`src/rtl/xrvs_pkg.sv`:
```
// Shared types for the mrv1 issue scheduler.
package xrvs_pkg;

   typedef enum logic [1:0] {
      RUN    = 2'd0,
      DRAIN  = 2'd1,
      HALTED = 2'd2
   } mrv1_sched_state_e;

endpackage

```
`src/rtl/xrv_rr_arb.sv`:
```
// Combinational round-robin picker: first set request at or after ptr_i, wrapping.
module xrv_rr_arb #(
   parameter int N_P  = 8,
   parameter int IW_P = (N_P > 1) ? $clog2(N_P) : 1
) (
   input  logic [N_P-1:0]  req_i,
   input  logic [IW_P-1:0] ptr_i,
   output logic [N_P-1:0]  gnt_o,
   output logic [IW_P-1:0] idx_o,
   output logic            vld_o
);

   int                pos;
   logic [IW_P-1:0]   k;

   always_comb begin
      gnt_o = '0;
      idx_o = '0;
      vld_o = 1'b0;
      pos   = 0;
      k     = '0;
      for (int i = 0; i < N_P; i++) begin
         pos = int'(ptr_i) + i;
         if (pos >= N_P) pos = pos - N_P;
         k = IW_P'(pos);
         if (!vld_o && req_i[k]) begin
            vld_o    = 1'b1;
            idx_o    = k;
            gnt_o[k] = 1'b1;
         end
      end
   end

endmodule

```
`src/rtl/mrv1_issue_sched.sv`:
```
// Multi-thread issue scheduler: round-robin grant over eligible threads,
// per-thread in-flight credit counters and a halt/drain FSM.
module mrv1_issue_sched
   import xrvs_pkg::*;
#(
   parameter int NUM_TW_P       = 8,
   parameter int NUM_FU_P       = 6,
   parameter int MAX_INFLIGHT_P = 4,
   parameter int TW_P           = (NUM_TW_P > 1) ? $clog2(NUM_TW_P) : 1
) (
   input  logic                         clk_i,
   input  logic                         rst_i,
   input  logic [NUM_TW_P-1:0]          thr_vld_i,
   input  logic [NUM_TW_P-1:0]          thr_conflict_i,
   input  logic [NUM_TW_P*NUM_FU_P-1:0] thr_fu_sel_i,
   input  logic [NUM_FU_P-1:0]          exec_fu_rdy_i,
   input  logic                         retire_vld_i,
   input  logic [TW_P-1:0]              retire_tid_i,
   input  logic                         halt_req_i,
   output logic                         issue_vld_o,
   output logic [TW_P-1:0]              issue_tid_o,
   output logic [NUM_TW_P-1:0]          deq_o,
   output logic [NUM_FU_P-1:0]          exec_fu_req_o,
   output logic [NUM_TW_P-1:0]          credit_full_o,
   output logic                         halted_o
);

   localparam int              CW      = $clog2(MAX_INFLIGHT_P + 1);
   localparam logic [CW-1:0]   MAX_CNT = CW'(MAX_INFLIGHT_P);

   mrv1_sched_state_e  state_q, state_d;
   logic               halted_q;
   logic [TW_P-1:0]    rr_ptr_q, rr_ptr_d;
   logic [CW-1:0]      cnt_q [NUM_TW_P];
   logic [CW-1:0]      cnt_d [NUM_TW_P];

   logic [NUM_TW_P-1:0] elig, busy, dec, gnt;
   logic [TW_P-1:0]     gnt_idx;
   logic                gnt_vld;
   logic                run;

   assign run = (state_q == RUN);

   for (genvar gi = 0; gi < NUM_TW_P; gi++) begin : g_thr
      assign credit_full_o[gi] = (cnt_q[gi] == MAX_CNT);
      assign busy[gi]          = (cnt_q[gi] != '0);
      assign elig[gi]          = thr_vld_i[gi] & ~thr_conflict_i[gi] & ~credit_full_o[gi] & run
                               & (|(thr_fu_sel_i[gi*NUM_FU_P +: NUM_FU_P] & exec_fu_rdy_i));

      // A retire against an empty counter is dropped rather than wrapping.
      assign dec[gi]   = retire_vld_i & (retire_tid_i == TW_P'(gi)) & busy[gi];
      assign cnt_d[gi] = (gnt[gi] & ~dec[gi]) ? cnt_q[gi] + CW'(1) :
                         (dec[gi] & ~gnt[gi]) ? cnt_q[gi] - CW'(1) : cnt_q[gi];

      always_ff @(posedge clk_i or posedge rst_i) begin
         if (rst_i) cnt_q[gi] <= '0;
         else       cnt_q[gi] <= cnt_d[gi];
      end
   end

   xrv_rr_arb #(
      .N_P  (NUM_TW_P),
      .IW_P (TW_P)
   ) u_arb (
      .req_i (elig),
      .ptr_i (rr_ptr_q),
      .gnt_o (gnt),
      .idx_o (gnt_idx),
      .vld_o (gnt_vld)
   );

   assign issue_vld_o   = gnt_vld;
   assign issue_tid_o   = gnt_idx;
   assign deq_o         = gnt;
   assign exec_fu_req_o = gnt_vld ? thr_fu_sel_i[gnt_idx*NUM_FU_P +: NUM_FU_P] : '0;
   assign halted_o      = halted_q;

   always_comb begin
      rr_ptr_d = rr_ptr_q;
      if (gnt_vld) begin
         rr_ptr_d = (gnt_idx == TW_P'(NUM_TW_P - 1)) ? '0 : gnt_idx + TW_P'(1);
      end
   end

   // Drain completion looks at registered counters only, so halted lags the last retire by two cycles.
   always_comb begin
      state_d = state_q;
      unique case (state_q)
         RUN:     if (halt_req_i) state_d = DRAIN;
         DRAIN:   if (!halt_req_i) state_d = RUN;
                  else if (~|busy) state_d = HALTED;
         HALTED:  if (!halt_req_i) state_d = RUN;
         default: state_d = RUN;
      endcase
   end

   always_ff @(posedge clk_i or posedge rst_i) begin
      if (rst_i) begin
         state_q  <= RUN;
         halted_q <= 1'b0;
         rr_ptr_q <= '0;
      end else begin
         state_q  <= state_d;
         halted_q <= (state_d == HALTED);
         rr_ptr_q <= rr_ptr_d;
      end
   end

endmodule

```
`config.mk`:
```
export PLATFORM = sky130hd
export DESIGN_NAME = mrv1_issue_sched
export DESIGN_NICKNAME = d
export VERILOG_FILES = /design/src/rtl/xrvs_pkg.sv /design/src/rtl/xrv_rr_arb.sv /design/src/rtl/mrv1_issue_sched.sv
export SDC_FILE = /design/constraint.sdc
export NUM_CORES = 1
export LEC_CHECK = 0
export BUFFER_PORTS_ARGS = -buffer_cell sky130_fd_sc_hd__buf_2
export CAP_MARGIN = 20
export CORE_UTILIZATION = 39
export DETAILED_ROUTE_END_ITERATION = 12
export PLACE_DENSITY = 0.67
export SLEW_MARGIN = 20
export SYNTH_ARGS = -nofsm -noshare
export SYNTH_HDL_FRONTEND = slang
export SYNTH_SLANG_ARGS = --single-unit
export TNS_END_PERCENT = 1
```
`constraint.sdc`:
```
create_clock -name clk_i -period 10.2 [get_ports clk_i]
set_input_delay 2.04 -clock clk_i [delete_from_list [all_inputs] [get_ports clk_i]]
set_output_delay 2.04 -clock clk_i [all_outputs]
set_load 0.1 [all_outputs]
```
==> results.tsv <==
metric	value	unit
status	completed	
EDFF count, synth	0	
first-pass iteration count of the detailed router	8	
final-report setup violation count	0	
postcts setup bufs	0	
GRT Residual Overflow	0	
Setup crit start	exec_fu_rdy_i[1]	
CTS tree	built	
setup slack after layout	1.37	ns
Syn Nets	599	
DRT antenna net count	0	
CTS Sinks	30	
gr usage total	25.0	%
top-count cell post-synth	nand3_1	
clk buf depth	2	
synthesized area per cell	9.08	sq um
Post-synth top cells	nand3_1 (35), nor2_1 (31), dfrtp_1 (30)	
hold path startpoint	cnt_q[2]	
drt drc	0	
vias per cell	6.53	
Max Freq	113	MHz
final hold violations	0	
cell count after synthesis	498	
hold path cells	1	
Initial Utilization	40.8	%
total area of sequential cells	751	sq um
fin cells	715	
routability-driven placement congestion ratio	0.932	
RSZ-0062 raised after global routing	false	
I/O Buffers	103	
initial antenna violation count	0	
Chip Height	110	microns
core area	11100	sq um
wire per inst	20.4	microns
synthesized cell area	4520	sq um
setup_tns	0	ns
hold endpoint	cnt_q[2]	
worst slew pin tran	0.788	ns
Synth top area share	16.6	%
total of warnings raised by yosys	0	
Worst Path Arrival	6.79	ns
Tcrit/Tclk final	86.6	%
Netlist cell types	98	
Max-Cap Viols	0	
post-synthesis sequential area ratio	16.6	%
clock skew after layout	0.00877	ns
I/O Pins	104	
fraction of layout cells with a size suffix above 1	30.4	%
Die ar.	12000	sq um
vias post-DR	4666	
wirelength, routed	14.6	mm
TritonCTS Buffers	5	
Die X	110	microns
Crit Path Max Fanout	19	
largest net degree at the start of global routing	30	
Primary FF master, synth	dfrtp_1	
post-CTS sizing	0	
Util after Layout	45.8	%
CP required	8.16	ns
Nets	675	
Seq cells post-synth	30	
CTS HTree Levels	2	
Final Critical Period	8.83	ns
Multi-input gate area	3350	sq um
Filler cells	1079	
vias in the first global route	4414	
DR iter-0 viols	416	
CTS root buf	clkbuf_16	
R2R depth	14	
Synth area leaders	dfrtp_1 (17%), ha_1 (4.4%), buf_6 (4.0%)	
FF-to-FF End	rr_ptr_q[0]	
Slew HR	47.5	%
Cell Count Post-Placement	707	
area growth from synthesis to layout	12.3	%
Post-CTS Hold Buffers	0	
clk_lat worst skew	0.27	ns
Worst R2R Start	rr_ptr_q[1]	
CTS clk-pin slew, worst paths	0.04	ns
Worst Setup Start Kind	input port	
first-pass GRT wire length	23.3	mm
Place WS	1.49	ns
Detail Placement HPWL	11.4	mm
Min-Delay Path Class	reg -> reg	
Ant. Diodes	0	
area leader, netlist	dfrtp_1	
crit path kind	in -> out	
Slew Viols, Final	0	
r2r setup slk	3.91	ns
Async SR Flop Fraction	100	%
std cell rows	38	
crit path capture type	output pin	
## registers in the layout, indices dropped and copies added (netlist names)
register  count
halted_o      1
cnt_q        24
state_q       2
rr_ptr_q      3
## worst max path at each step
stage	to	slack [ns]	depth (start not counted)
2_1_floorplan	exec_fu_req_o[2]	1.49	13
6_report	exec_fu_req_o[4]	1.37	13
3_5_place_dp	exec_fu_req_o[4]	1.49	13
5_1_grt	exec_fu_req_o[5]	1.09	14
4_1_cts	exec_fu_req_o[4]	1.48	13
3_3_place_gp	exec_fu_req_o[1]	1.70	13
## layout make-up
class / instances / area share (%)
Timing Repair Buffer: 107 / 10.9
Inverter: 23 / 1.97
Sequential cell: 30 / 14.8
Clock inverter: 2 / 0.246
Clock buffer: 6 / 2.74
Multi-Input combinational cell: 407 / 65.9
Tap cell: 140 / 3.45
## critical path, cell delays in order
cell      delay [ns]
buf_2           0.16
a22o_1          0.25
o311ai_1        0.62
mux2i_1         0.23
a211oi_1        0.51
a221oi_4        0.16
or4_1           0.77
nor2_1          0.18
a221o_1         0.68
inv_2           0.22
a2111o_1        0.42
nand4_1         0.11
buf_2           0.43
## metrics by stage
step           hold WS (ns)  cell area [sq um]
2_1_floorplan         0.445               4520
3_3_place_gp          0.465               4910
3_5_place_dp          0.463               4920
4_1_cts               0.472               5080
5_1_grt               0.499               5080
6_report              0.470               5080
## cell usage in the layout, fill, tap and decap left out, types with 5 or more instances in the layout
cell	Yosys	layout
a211o_1	7	7
clkbuf_16	0	5
nor2b_1	5	5
mux2i_1	16	16
a22oi_1	19	19
nor2_1	31	31
xnor2_1	10	10
mux2_2	9	9
o211ai_1	9	9
a2111o_1	13	13
ha_1	16	16
nand2_1	22	22
o21ai_0	22	22
nand4_1	11	11
buf_2	5	103
nor4_1	6	6
o31a_1	6	6
o22ai_1	6	6
nand3_1	35	35
xor2_1	17	17
and3_1	5	5
inv_1	20	20
nor3_1	12	12
and3_2	5	5
dfrtp_1	30	30
or3_1	8	8
fa_1	8	8
## metal layers
| layer | part of all wire (%) | track usage (%) |
|---|---|---|
| met1 | 42 | 34.1 |
| met2 | 45 | 39.8 |
| met3 | 9.5 | 4.74 |
| met4 | 2.9 | 7.62 |
| met5 | 0 | 0 |
## logic make-up (layout without fill, tap and decap cells)
group                      after synthesis  count (layout)  synth area share [%]
muxes                                   31              31                  8.94
and+or+nand+nor                        172             172                  21.7
DFF                                     30              30                  16.6
xor gates and xnor gates                27              27                  5.23
buffers and inverters                   61             138                  9.41
adders and majority gates               24              24                  7.97
AOI/OAI and AO/OA                      153             153                  30.2
Power is left out: the tool's default activity adds up to more than one toggle a clock period on the data nets, which glitch-free logic cannot reach.
